$ cat config.mk
export PLATFORM = sky130hd
export DESIGN_NAME = mem_responder_flat
export DESIGN_NICKNAME = d
export VERILOG_FILES = /design/src/rtl/mem_responder_if.sv /design/src/rtl/mem_responder.sv /design/src/flat_wrapper.sv
export SDC_FILE = /design/constraint.sdc
export NUM_CORES = 1
export LEC_CHECK = 0
export ABC_AREA = 0
export ABC_CLOCK_PERIOD_IN_PS = 5520
export CAP_MARGIN = 15
export CORE_MARGIN = 5
export CORE_UTILIZATION = 40
export DETAILED_ROUTE_END_ITERATION = 7
export DONT_BUFFER_PORTS = 1
export GPL_TIMING_DRIVEN = 0
export PLACE_DENSITY = 0.51
export REMOVE_ABC_BUFFERS = 1
export SLEW_MARGIN = 15
export SYNTH_ARGS = -nofsm -noshare
export SYNTH_HDL_FRONTEND = slang
export SYNTH_SLANG_ARGS = --single-unit
$ cat constraint.sdc
create_clock -name clk_i -period 5.52 [get_ports clk_i]
set_clock_uncertainty 0.05 [all_clocks]
set_input_delay 1.104 -clock clk_i [delete_from_list [all_inputs] [get_ports clk_i]]
set_output_delay 1.104 -clock clk_i [all_outputs]
set_load 0.02 [all_outputs]
$ cat src/rtl/mem_responder_if.sv
// mem_responder_if: bus between the CPU controller (master) and the memory responder (slave).
// Requests:  ram_ena/ram_read/ram_write, rom_ena/rom_read, addr, wdata
// Preload:   rom_wr, rom_wr_addr, rom_wr_data
// Responses: rdata, rdata_valid, ack, ready, err
// MEM_PARITY_EN adds par_inj (master -> slave), which corrupts the stored parity bit on a write.
interface mem_responder_if #(
    parameter int unsigned DW = 8,
    parameter int unsigned AW = 5
);
    logic          ram_ena;
    logic          ram_read;
    logic          ram_write;
    logic          rom_ena;
    logic          rom_read;
    logic [AW-1:0] addr;
    logic [DW-1:0] wdata;
    logic          rom_wr;
    logic [AW-1:0] rom_wr_addr;
    logic [DW-1:0] rom_wr_data;
`ifdef MEM_PARITY_EN
    logic          par_inj;
`endif
    logic [DW-1:0] rdata;
    logic          rdata_valid;
    logic          ack;
    logic          ready;
    logic          err;

    modport master (
        output ram_ena, ram_read, ram_write, rom_ena, rom_read, addr, wdata,
        output rom_wr, rom_wr_addr, rom_wr_data,
`ifdef MEM_PARITY_EN
        output par_inj,
`endif
        input  rdata, rdata_valid, ack, ready, err
    );

    modport slave (
        input  ram_ena, ram_read, ram_write, rom_ena, rom_read, addr, wdata,
        input  rom_wr, rom_wr_addr, rom_wr_data,
`ifdef MEM_PARITY_EN
        input  par_inj,
`endif
        output rdata, rdata_valid, ack, ready, err
    );
endinterface

$ cat src/rtl/mem_responder.sv
// mem_responder: memory-side responder for the 8-bit RISC CPU bus.
// Serves ROM reads, RAM reads and RAM writes through a WAIT_CYC wait-state sequencer
// (IDLE -> WAIT -> RESP), returning rdata with a one-cycle rdata_valid or a one-cycle ack.
// A preload port (rom_wr*) fills the ROM. Conflicting selects and preload/read collisions
// produce a registered one-cycle err pulse.
// Ports:
//   clk_i  - clock, rising edge
//   rst_ni - synchronous active-low reset
//   bus    - mem_responder_if.slave (requests, preload, responses)
// Build option: define MEM_PARITY_EN to store an even-parity bit per RAM word and flag
// mismatches on read with err alongside rdata_valid (adds bus.par_inj).
module mem_responder #(
    parameter int unsigned DW       = 8,
    parameter int unsigned AW       = 5,
    parameter int unsigned WAIT_CYC = 1
) (
    input logic            clk_i,
    input logic            rst_ni,
    mem_responder_if.slave bus
);
    localparam int unsigned Depth = 2 ** AW;

    typedef enum logic [1:0] {StIdle, StWait, StResp} state_e;
    typedef enum logic [1:0] {KindRomRd, KindRamRd, KindRamWr} kind_e;

    state_e        state_q, state_d;
    kind_e         kind_q, kind_d;
    logic [AW-1:0] addr_q, addr_d;
    logic [DW-1:0] wdata_q, wdata_d;
    logic [3:0]    cnt_q, cnt_d;
    logic [DW-1:0] rdata_q, rdata_d;
    logic          valid_q, valid_d;
    logic          ack_q, ack_d;
    logic          err_q, err_d;

    logic [DW-1:0] rom_mem [Depth];
    logic [DW-1:0] ram_mem [Depth];
`ifdef MEM_PARITY_EN
    logic          ram_par [Depth];
`endif

    logic          rom_rd_req, ram_rd_req, ram_wr_req, any_req, conflict;
    logic          conflict_err, enter_resp;
    kind_e         acc_kind;
    logic [AW-1:0] acc_addr;
    logic [DW-1:0] acc_wdata;
    logic          ram_we, rom_we, collide, par_err;

    // Request decode; the three request kinds are disjoint from the conflict terms.
    assign rom_rd_req = bus.rom_ena & bus.rom_read & ~bus.ram_ena;
    assign ram_rd_req = bus.ram_ena & bus.ram_read & ~bus.ram_write & ~bus.rom_ena;
    assign ram_wr_req = bus.ram_ena & bus.ram_write & ~bus.ram_read & ~bus.rom_ena;
    assign any_req    = rom_rd_req | ram_rd_req | ram_wr_req;
    assign conflict   = (bus.rom_ena & bus.ram_ena) |
                        (bus.ram_ena & bus.ram_read & bus.ram_write);

    // FSM next state. acc_* describe the access performed on the edge entering RESP:
    // the live request when WAIT_CYC is 0, otherwise the latched copy.
    always_comb begin
        state_d      = state_q;
        kind_d       = kind_q;
        addr_d       = addr_q;
        wdata_d      = wdata_q;
        cnt_d        = cnt_q;
        conflict_err = 1'b0;
        enter_resp   = 1'b0;
        acc_kind     = kind_q;
        acc_addr     = addr_q;
        acc_wdata    = wdata_q;
        unique case (state_q)
            StIdle: begin
                if (conflict) begin
                    conflict_err = 1'b1;
                end else if (any_req) begin
                    kind_d  = rom_rd_req ? KindRomRd : (ram_rd_req ? KindRamRd : KindRamWr);
                    addr_d  = bus.addr;
                    wdata_d = bus.wdata;
                    if (WAIT_CYC > 0) begin
                        state_d = StWait;
                        cnt_d   = 4'(WAIT_CYC - 1);
                    end else begin
                        state_d    = StResp;
                        enter_resp = 1'b1;
                        acc_kind   = kind_d;
                        acc_addr   = bus.addr;
                        acc_wdata  = bus.wdata;
                    end
                end
            end
            StWait: begin
                if (cnt_q == 4'd0) begin
                    state_d    = StResp;
                    enter_resp = 1'b1;
                end else begin
                    cnt_d = cnt_q - 4'd1;
                end
            end
            StResp:  state_d = StIdle;
            default: state_d = StIdle;
        endcase
    end

    // Memory side effects and registered responses.
    always_comb begin
        ram_we  = enter_resp & (acc_kind == KindRamWr);
        // A preload aimed at the word being read on this edge loses; the read sees the old word.
        collide = enter_resp & (acc_kind == KindRomRd) & bus.rom_wr &
                  (bus.rom_wr_addr == acc_addr);
        rom_we  = bus.rom_wr & ~collide;
`ifdef MEM_PARITY_EN
        par_err = enter_resp & (acc_kind == KindRamRd) &
                  ((^ram_mem[acc_addr]) != ram_par[acc_addr]);
`else
        par_err = 1'b0;
`endif
        rdata_d = rdata_q;
        if (enter_resp && acc_kind == KindRomRd) begin
            rdata_d = rom_mem[acc_addr];
        end else if (enter_resp && acc_kind == KindRamRd) begin
            rdata_d = ram_mem[acc_addr];
        end
        valid_d = enter_resp & (acc_kind != KindRamWr);
        ack_d   = ram_we;
        err_d   = conflict_err | collide | par_err;
    end

    always_ff @(posedge clk_i) begin
        if (!rst_ni) begin
            state_q <= StIdle;
            kind_q  <= KindRomRd;
            addr_q  <= '0;
            wdata_q <= '0;
            cnt_q   <= '0;
            rdata_q <= '0;
            valid_q <= 1'b0;
            ack_q   <= 1'b0;
            err_q   <= 1'b0;
        end else begin
            state_q <= state_d;
            kind_q  <= kind_d;
            addr_q  <= addr_d;
            wdata_q <= wdata_d;
            cnt_q   <= cnt_d;
            rdata_q <= rdata_d;
            valid_q <= valid_d;
            ack_q   <= ack_d;
            err_q   <= err_d;
        end
    end

    // Contents are not reset, but no write may commit while reset is held.
    always_ff @(posedge clk_i) begin
        if (rst_ni) begin
            if (ram_we) begin
                ram_mem[acc_addr] <= acc_wdata;
`ifdef MEM_PARITY_EN
                ram_par[acc_addr] <= (^acc_wdata) ^ bus.par_inj;
`endif
            end
            if (rom_we) begin
                rom_mem[bus.rom_wr_addr] <= bus.rom_wr_data;
            end
        end
    end

    assign bus.rdata       = rdata_q;
    assign bus.rdata_valid = valid_q;
    assign bus.ack         = ack_q;
    assign bus.err         = err_q;
    assign bus.ready       = (state_q == StIdle);
endmodule

$ cat src/flat_wrapper.sv
// flat-port wrapper written by rule: the top's interface ports become plain ports
module mem_responder_flat 
#(
    parameter int unsigned DW       = 8,
    parameter int unsigned AW       = 5,
    parameter int unsigned WAIT_CYC = 1
)
  (clk_i, rst_ni, bus_ram_ena, bus_ram_read, bus_ram_write, bus_rom_ena, bus_rom_read, bus_addr, bus_wdata, bus_rom_wr, bus_rom_wr_addr, bus_rom_wr_data, bus_rdata, bus_rdata_valid, bus_ack, bus_ready, bus_err);
  mem_responder_if #(.DW(DW), .AW(AW)) bus_i ();
  input logic clk_i;
  input logic rst_ni;
  input wire logic [$bits(bus_i.ram_ena)-1:0] bus_ram_ena;
  input wire logic [$bits(bus_i.ram_read)-1:0] bus_ram_read;
  input wire logic [$bits(bus_i.ram_write)-1:0] bus_ram_write;
  input wire logic [$bits(bus_i.rom_ena)-1:0] bus_rom_ena;
  input wire logic [$bits(bus_i.rom_read)-1:0] bus_rom_read;
  input wire logic [$bits(bus_i.addr)-1:0] bus_addr;
  input wire logic [$bits(bus_i.wdata)-1:0] bus_wdata;
  input wire logic [$bits(bus_i.rom_wr)-1:0] bus_rom_wr;
  input wire logic [$bits(bus_i.rom_wr_addr)-1:0] bus_rom_wr_addr;
  input wire logic [$bits(bus_i.rom_wr_data)-1:0] bus_rom_wr_data;
  output wire logic [$bits(bus_i.rdata)-1:0] bus_rdata;
  output wire logic [$bits(bus_i.rdata_valid)-1:0] bus_rdata_valid;
  output wire logic [$bits(bus_i.ack)-1:0] bus_ack;
  output wire logic [$bits(bus_i.ready)-1:0] bus_ready;
  output wire logic [$bits(bus_i.err)-1:0] bus_err;
  assign bus_i.ram_ena = bus_ram_ena;
  assign bus_i.ram_read = bus_ram_read;
  assign bus_i.ram_write = bus_ram_write;
  assign bus_i.rom_ena = bus_rom_ena;
  assign bus_i.rom_read = bus_rom_read;
  assign bus_i.addr = bus_addr;
  assign bus_i.wdata = bus_wdata;
  assign bus_i.rom_wr = bus_rom_wr;
  assign bus_i.rom_wr_addr = bus_rom_wr_addr;
  assign bus_i.rom_wr_data = bus_rom_wr_data;
  assign bus_rdata = bus_i.rdata;
  assign bus_rdata_valid = bus_i.rdata_valid;
  assign bus_ack = bus_i.ack;
  assign bus_ready = bus_i.ready;
  assign bus_err = bus_i.err;
  mem_responder #(.DW(DW), .AW(AW), .WAIT_CYC(WAIT_CYC)) u_core (.clk_i(clk_i), .rst_ni(rst_ni), .bus(bus_i));
endmodule
# Word-level counts from Yosys, hierarchy flattened
# Memory sizes are Yosys's and may differ from the RTL's. A register that Yosys moved wholly into a read port is not among the register bits.
# Cells that the tools add are included.
[totals]
reg_bits = 32
mem_bits_rw = 512
n_memories = 2
word_cells = 83
[memory_table]
columns = ["name", "words", "word_bits", "read_ports", "rd_clocked_by_memory_dff", "wr", "line", "rtl"]
rows = [
  ["u_core.ram_mem", 32, 8, 1, 1, 1, "mem_responder.sv:37", "logic [DW-1:0] ram_mem [Depth];"],
  ["u_core.rom_mem", 32, 8, 1, 1, 1, "mem_responder.sv:36", "logic [DW-1:0] rom_mem [Depth];"],
]
[op_classes]
n_mux = 26
add_sub_neg = 1
n_bitwise = 26
reduce_logical = 10
eq_ne = 9
[op_table]
columns = ["op", "n"]
rows = [
  ["$mux 5", 4],
  ["$and 1x1->1", 16],
  ["$mux 8", 2],
  ["$mux 4", 3],
  ["$mux 1", 10],
  ["$mux 2", 5],
  ["$pmux 4 s2", 1],
  ["$ne 2x2->1 const B", 3],
  ["$not 1->1", 6],
  ["$reduce_and 3->1", 2],
  ["$eq 5x5->1", 1],
  ["$eq 2x1->1 const B", 2],
  ["$logic_not 2->1", 2],
  ["$logic_not 4->1", 1],
  ["$ne 2x1->1 const B", 2],
  ["$or 1x1->1", 4],
  ["$pmux 2 s2", 1],
  ["$reduce_and 4->1", 1],
  ["$reduce_bool 2->1", 2],
  ["$sub 4x1->4 const B", 1],
  ["$eq 2x2->1 const B", 1],
  ["$logic_and 1x1->1", 2],
]

# Longest topological paths before layout
# Gate-level depths: netlist (run 1).
[logic_depth]
ltp_word = 11
mapped_depth = 11
mapped_depth_nobuf = 8

# Worst setup path before layout (run 1)
# OpenSTA, ideal clock, no wires.
[synth_path]
path_type = "input to register"
startpoint = "in bus_rom_wr_addr[2]"
endpoint = "mem u_core.rom_mem[0][0] (enable)"
path_slack_ns = 2.616
arrival_ns = 2.483
setup_ns = 0.370
required_time_ns = 5.100
n_path_buf = 2
stages = 7
cell_sequence = "clkbuf_1 > xnor2_1 > nand4_1 > o31ai_1 > or3_1 > clkbuf_1 > nor2_1"
[synth_between]
elab_chain_len = 7
[synth_rtl]
columns = ["element", "line", "rtl"]
rows = [
  ["from (decl)", "flat_wrapper.sv:20", "input wire logic [$bits(bus_i.rom_wr_addr)-1:0] bus_rom_wr_addr;"],
  ["$eq 5x5->1", "mem_responder.sv:108", "(bus.rom_wr_addr == acc_addr);"],
  ["$and 1x1->1", "mem_responder.sv:107", "collide = enter_resp & (acc_kind == KindRomRd) & bus.rom_wr &"],
  ["$not 1->1", "mem_responder.sv:109", "rom_we = bus.rom_wr & ~collide;"],
  ["$and 1x1->1", "mem_responder.sv:109", ""],
  ["$mux 1", "mem_responder.sv:160", "if (rom_we) begin"],
  ["$mux 1", "mem_responder.sv:153", "if (rst_ni) begin"],
  ["$mux 1 (not written as such)", "mem_responder.sv:161", "rom_mem[bus.rom_wr_addr] <= bus.rom_wr_data;"],
  ["to (decl)", "mem_responder.sv:36", ""],
]
# Several ways; a longest one is shown, not always the timed one.

==> metrics.yaml, run 1 <==
outcome: "complete, no violations"
clockBufferDepth: 3
grt_overflow: 0
grt_use_total_pct: 17.1
powerDensity_mw_per_mm2: 368
io_buffers: 0
yosys_warnings: 0
rsz0062_at_grt: "no"
slowest_delay_ns: 0.82
critPathLaunchType: "flip-flop"
fin_cells: 1920
std_cell_rows: 85
ys_ff_latch: 549
end_kind: "flip-flop"
layout_commonest_cell: "edfxtp_1"
worst_hold_path_type: "reg -> reg"
post-route-period-util_pct: 60.1
synthFlopType: "edfxtp_1"
layout_min_cycle_time_ns: 3.32
first_global_vias: 11149
wl_per_cell_um: 26.4
r2r_slack_ns: 2.20
cellLeakagePower_nw: 7.53
synth-edff-count: 512
clk_latency_ns: 0.62
syn_area_mm2: 0.0217
path_class: "reg -> reg"
dieWidth_um: 243
critical_path.cell_chain: "buf_16 -> buf_16 -> buf_12 -> mux4_2 -> mux2i_1 -> nor2_1 -> a31oi_1 -> a41oi_1"
initial_core_util_pct: 40.4
syn_inst: 1165
clockPowerShare_pct: 43.7
firstDrtPassIters: 5
die_height_um: 243
layout-area-overhead-vs-synth_pct: 12.1
dp_hpwl_mm: 32.5
switching_share_pct: 21.2
root_buffer: "clkbuf_16"
clk_pin_slew_worst_paths_ns: 0.06
remaining_drc_errors: 0
fp.dieArea_mm2: 0.0591
p_sw_mw: 1.90
maxSlewViolCount: 0
path_common_cell: "buf_16"
dr.first_iter.drc_count: 796
critPathRequiredTime_ns: 5.92
cts_setup_buffers: 0
place_ws_ns: 2.11
ctsResizeCount: 0
grt_pass1_wl_mm: 76.0
intPower_mw: 7.06
ys_types: 49
hold_violations: 0
max_cap_violations: 0
nFillCells: 4658
max_freq_ghz: 0.301
wl_mm: 50.7
syn_avg_cell_area_um2: 18.6
core_mm2: 0.0538
cpMaxStageDelayCell: "dfxtp_4"
grt_antenna_before_repair: 1
vias: 10541
viasPerCell: 5.49
vdd_drop_max_uv: 235
grt_max_degree: 41
power_frac_comb_pct: 4.2
seq_power_share_pct: 52.1
setup_viol: 0
async_flop_share_pct: 0
cp.arrival_ns: 3.72
place.gp.congestion: 0.760
ios: 46
worst_slack_ns: 2.20
ys_seq_area_share_pct: 74.2
cts_made_buffers: 59
clock-sinks: 549
cts_tree: "built"
cp_max_fo: 35
final_cell_mix: "edfxtp_1 (512), mux2i_1 (118), nor2_1 (86)"
relSlewSlack_pct: 25.4
dp_cells: 1812
tightest_slew_ns: 1.12
drive_gt1_share_pct: 16.8
finalNetCount: 1212
ant_nets: 0
cts_hold_buf: 0
htreeDepth: 2
## state kept, by name (all words and copies together), names as in the netlist, named ones only
name,count
u_core.ram_mem,256
u_core.rom_mem,256
u_core.bus.rdata,8
u_core.wdata_q,8
u_core.addr_q,5
u_core.cnt_q,4
u_core.kind_q,2
u_core.state_q,2
u_core.bus.ack,1
u_core.bus.err,1
u_core.bus.rdata_valid,1
## critical path, delay by kind of cell (launching register included)
family                 cells  cell delay [ns]
flip-flops                 1             0.82
AND/OR/NAND/NOR            1             0.06
AO/OA/AOI/OAI              2             0.58
multiplexers               2             0.70
buffers and inverters      3             0.89
## cell families (layout without fill, tap and decap cells)
kind of cell | after synthesis | in the layout | share of synthesized area (%)
fa+ha+maj | 1 | 1 | 0.0576
simple gates | 213 | 213 | 4.72
xor+xnor | 8 | 8 | 0.323
compound gates | 108 | 108 | 3.42
buf+inv | 65 | 123 | 2.04
mux | 221 | 221 | 15.3
flops | 549 | 549 | 74.2
other cells | 0 | 1 | 0
## synthesized netlist by cell type, types with 2 or more instances
cell type / count / area share [%]
nor2b_1: 32 / 0.92
buf_4: 8 / 0.28
o22ai_1: 7 / 0.20
a221oi_1: 4 / 0.16
clkbuf_1: 20 / 0.35
nor4_1: 2 / 0.058
buf_2: 10 / 0.23
mux4_2: 72 / 7.5
a22oi_1: 32 / 1.1
dfxtp_1: 37 / 3.4
a31oi_1: 5 / 0.14
mux2_2: 20 / 1.0
a21oi_1: 30 / 0.69
nand3_1: 24 / 0.55
a22o_1: 4 / 0.16
inv_1: 5 / 0.086
o211ai_1: 3 / 0.10
nand2_1: 32 / 0.55
and2_1: 5 / 0.14
a221o_1: 5 / 0.23
a2111oi_2: 2 / 0.14
clkinv_1: 2 / 0.035
o21ai_0: 9 / 0.21
edfxtp_1: 512 / 71
buf_6: 9 / 0.47
a41oi_1: 2 / 0.081
buf_1: 4 / 0.069
buf_12: 2 / 0.18
a311o_1: 2 / 0.092
nand3b_1: 6 / 0.21
nor3b_1: 2 / 0.069
or3_1: 2 / 0.058
mux2i_1: 118 / 5.4
nor2_1: 86 / 1.5
or3b_2: 2 / 0.081
or2_2: 2 / 0.058
nand2b_1: 6 / 0.17
and3_1: 7 / 0.20
xnor2_1: 7 / 0.28
nand4_1: 3 / 0.086
buf_8: 5 / 0.35
mux4_1: 11 / 1.3
## stage by stage
| step | power (mW) | utilization, % | hold WS (ns) | cell area (um^2) | setup TNS, ns |
|---|---|---|---|---|---|
| final | 8.96 | 45.3 | 0.473 | 24400 | 0 |
| after global routing | 9.26 | 45.3 | 0.497 | 24400 | 0 |
| after CTS | 9.06 | 45.2 | 0.474 | 24300 | 0 |
| after detailed placement | 5.14 | 41.6 | 0.460 | 22400 | 0 |
| after global placement | 5.19 | 41.2 | 0.461 | 22200 | -50.77 |
| after floorplan | 5.02 | - | 0.429 | 21300 | -20.41 |
## layer usage
metal | share of wire [%] | vias to the layer above | global-route usage, % | routed length (um)
li1 | - | 4713 | - | -
met4 | 1.9 | 0 | 3.74 | 944
met3 | 4.4 | 70 | 3.41 | 2230
met1 | 44 | 5560 | 23.5 | 22300
met5 | 0 | - | 0 | 0
met2 | 50 | 198 | 28.8 | 25100
## final timing paths
kind,start,endpoint,cells after the start
hold / removal,u_core.kind_q[1]$_SDFFE_PN0P_,u_core.kind_q[1]$_SDFFE_PN0P_,2
setup reg to reg,flip-flop,u_core.bus.rdata[1]$_SDFFE_PN0P_,8
setup / recovery,flip-flop,u_core.bus.rdata[1]$_SDFFE_PN0P_,8
hold reg to reg,u_core.kind_q[1]$_SDFFE_PN0P_,u_core.kind_q[1]$_SDFFE_PN0P_,2
## cell type report
| class | count | area (um^2) | area share (%) |
|---|---|---|---|
| inverter | 7 | 26.3 | 0.108 |
| timing repair buffer | 9 | 210 | 0.863 |
| sequential | 549 | 16100 | 66.2 |
| antenna | 1 | 2.50 | 0.0103 |
| multi-input combinational | 551 | 5170 | 21.2 |
| tap | 696 | 871 | 3.58 |
| clock inverter | 18 | 174 | 0.714 |
| clock buffer | 89 | 1770 | 7.25 |
## power groups by stage
| stage | Clock, mW | Combinational (mW) | Sequential (mW) |
|---|---|---|---|
| floorplan | 0 | 0.270 | 4.75 |
| global placement | 0 | 0.379 | 4.81 |
| detailed placement | 0 | 0.378 | 4.76 |
| CTS | 4.01 | 0.379 | 4.67 |
| global route | 4.19 | 0.401 | 4.67 |
| finish | 3.92 | 0.372 | 4.67 |
Power figures use the tool's default switching activity.
==> run 2: changes to the inputs <==
Settings changed: ABC_CLOCK_PERIOD_IN_PS 5520 to 3100.
Clock period 5.52 ns to 3.1 ns, I/O delays scaled along.
==> run 2 against run 1 <==
- power increased by 78%
- cell area rose by 1.0%
- sequential share of layout area shrank 0.67 points
- clock power up 78%
- largest power group unchanged
- worst setup slack lost 2.1 ns
- register-to-register slack worse by 2.1 ns
- largest cell class unchanged
- via count rose by 0.53%
- routed wire length increased by 0.60%
- sequential power up 78%
- non-clock buffer count increased by 4
==> metrics.yaml, run 2 (synthesis results as in run 1) <==
outcome: "complete, no violations"  # unchanged
cts_hold_buf: 0  # unchanged
layout-area-overhead-vs-synth_pct: 13.3  # was 12.1%
max_cap_violations: 0  # unchanged
grt_overflow: 0  # unchanged
clk_latency_ns: 0.62  # about the same
ios: 46  # unchanged
grt_max_degree: 41  # unchanged
finalNetCount: 1216  # was 1,212
grt_antenna_before_repair: 1  # unchanged
cp-endpoint: "u_core.rom_mem[0][1]$_DFFE_PP_"  # was u_core.bus.rdata[1]$_SDFFE_PN0P_
rsz0062_at_grt: "yes"  # was no
dp_cells: 1812  # unchanged
cellLeakagePower_nw: 7.55  # was 7.53 nW
max_freq_ghz: 0.330  # was 0.301 GHz
critPathLaunchType: "flip-flop"  # unchanged
dp_hpwl_mm: 32.5  # unchanged
worst_slack_ns: 0.0664  # was 2.20 ns
first_global_vias: 11152  # was 11,149
place_ws_ns: -0.312  # was 2.11 ns
std_cell_rows: 85  # unchanged
seq_area_mm2: 0.0161  # unchanged
cpMaxStageDelayCell: "nor2_1"  # was dfxtp_4
clockBufferDepth: 3  # unchanged
clockPowerShare_pct: 43.7  # about the same
cts_tree: "built"  # unchanged
die_height_um: 243  # unchanged
rr_startpoint: "u_core.kind_q[0]$_SDFFE_PN0P_"
critPathRequiredTime_ns: 3.28  # was 5.92 ns
worst_hold_path_type: "in -> reg"  # was reg -> reg
wl_per_cell_um: 26.5  # was 26.4 um
slowest_delay_ns: 0.73  # was 0.82 ns
p_sw_mw: 3.40  # was 1.90 mW
rr_endpoint: "u_core.rom_mem[0][1]$_DFFE_PP_"  # was u_core.bus.rdata[1]$_SDFFE_PN0P_
setup_viol: 0  # unchanged
tightest_slew_ns: 1.01  # was 1.12 ns
grt_use_total_pct: 17.3  # was 17.1%
fin_total_pwr_mw: 16.0  # was 8.96 mW
maxSlewViolCount: 0  # unchanged
vias: 10597  # was 10,541
power_frac_comb_pct: 4.4  # was 4.2%
relSlewSlack_pct: 32.2  # was 25.4%
nFillCells: 4633  # was 4,658
cp.arrival_ns: 3.21  # was 3.72 ns
hold_violations: 0  # unchanged
drive_gt1_share_pct: 21.4  # was 16.8%
path_class: "reg -> reg"  # unchanged
rr_worst_depth: 5  # was 8
critical_path.cell_chain: "clkinv_2 -> nand4_1 -> o31ai_1 -> or3_1 -> nor2_1"  # was buf_16 -> buf_16 -> buf_12 -> mux4_2 -> mux2i_1 -> nor2_1 -> a31oi_1 -> a41oi_1
htreeDepth: 2  # unchanged
switching_share_pct: 21.3  # was 21.2%
cts_made_buffers: 59  # unchanged
layout_commonest_cell: "edfxtp_1"  # unchanged
dieWidth_um: 243  # unchanged
remaining_drc_errors: 0  # unchanged
grt_pass1_wl_mm: 76.4  # was 76.0 mm
dr.first_iter.drc_count: 805  # was 796
powerDensity_mw_per_mm2: 649  # was 368 mW/mm^2
clock-sinks: 549  # unchanged
fin_cells: 1923  # was 1,920
firstDrtPassIters: 5  # unchanged
vdd_drop_max_uv: 418  # was 235 uV
clk_pin_slew_worst_paths_ns: 0.06  # about the same
place.gp.congestion: 0.760  # unchanged
ant_nets: 0  # unchanged
top_regs: "u_core.ram_mem (256), u_core.rom_mem (256)"  # unchanged
n_antenna_cell: 0  # was 1
cp_max_fo: 9  # was 35
multi_input_area_mm2: 0.00536  # was 0.00517 mm^2
crit_start: "u_core.kind_q[0]$_SDFFE_PN0P_"
post-route-period-util_pct: 97.9  # was 60.1%
min_from: "bus_rom_wr_data[1]"  # was u_core.kind_q[1]$_SDFFE_PN0P_
io_buffers: 0  # unchanged
layout_min_cycle_time_ns: 3.03  # was 3.32 ns
fp.dieArea_mm2: 0.0591  # unchanged
initial_core_util_pct: 40.4  # unchanged
intPower_mw: 12.6  # was 7.06 mW
core_mm2: 0.0538  # unchanged
seq_power_share_pct: 51.9  # was 52.1%
r2r_slack_ns: 0.07  # was 2.20 ns
final_cell_mix: "edfxtp_1 (512), mux2i_1 (118), mux4_2 (72)"  # was edfxtp_1 (512), mux2i_1 (118), nor2_1 (86)
root_buffer: "clkbuf_16"  # unchanged
wl_mm: 51.0  # was 50.7 mm
viasPerCell: 5.51  # was 5.49
end_kind: "flip-flop"  # unchanged
==> run 2: cell types whose count changed in the layout (fill, tap and decap cells not counted), moves of 3 or more <==
cell,before,now
buf_12,5,8
nor2_4,0,9
nor2_2,0,42
nor2_1,86,35
==> run 2: layout make-up <==
| type | count | area share (%) |
|---|---|---|
| clock buffer | 89 | 7.17 |
| clock inverter | 18 | 0.707 |
| inverter | 7 | 0.112 |
| multi-input combinational | 551 | 21.8 |
| sequential | 549 | 65.6 |
| tap | 696 | 3.54 |
| timing repair buffer | 13 | 1.13 |
==> run 2: metrics by stage <==
step           utilization (%)  hold WS, ns  area [um^2]  TNS [ns]
2_1_floorplan                -        0.429        21300    -39.77
3_3_place_gp              41.2        0.461        22200   -108.01
3_5_place_dp              41.6        0.460        22400    -46.91
4_1_cts                   45.6       0.0108        24500     -1.68
5_1_grt                   45.7       0.0125        24600    -14.26
6_report                  45.7       0.0561        24600         0
==> run 2: what timing repair did <==
action                                  in CTS  in global routing
buffers inserted                             3                  1
pin swaps                                    0                  1
endpoints found under the setup margin     339                320
resized for setup                           43                 22
==> run 2: critical path, delay by kind of cell (launching register included) <==
kind            cells  cell delay, ns
buf+inv             1            0.34
compound gates      1            0.16
simple gates        3            1.46
flops               1            0.65
==> run 2: routing by layer <==
layer,share of wire (%),vias up,track usage (%),wire (um)
met2,50,199,29.0,25400
met4,1.9,0,3.65,943
li1,-,4724,-,-
met5,0,-,0,0
met3,4.5,66,3.31,2280
met1,44,5608,23.7,22400
==> run 2: how the worst min path moves through the flow <==
stage                     slack [ns]  depth (start not counted)                              end
after floorplan                 0.43                          2    u_core.kind_q[1]$_SDFFE_PN0P_
after global placement          0.46                          2    u_core.kind_q[1]$_SDFFE_PN0P_
after detailed placement        0.46                          2    u_core.kind_q[1]$_SDFFE_PN0P_
after CTS                       0.01                          0   u_core.rom_mem[4][0]$_DFFE_PP_
after global routing            0.01                          0   u_core.rom_mem[5][0]$_DFFE_PP_
final                           0.06                          0  u_core.rom_mem[17][1]$_DFFE_PP_
==> run 2: power by group through the flow <==
stage	clock network, mW	logic, mW	registers [mW]
2_1_floorplan	0	0.481	8.45
3_3_place_gp	0	0.675	8.57
3_5_place_dp	0	0.674	8.47
4_1_cts	7.14	0.712	8.30
5_1_grt	7.45	0.757	8.31
6_report	6.98	0.702	8.30
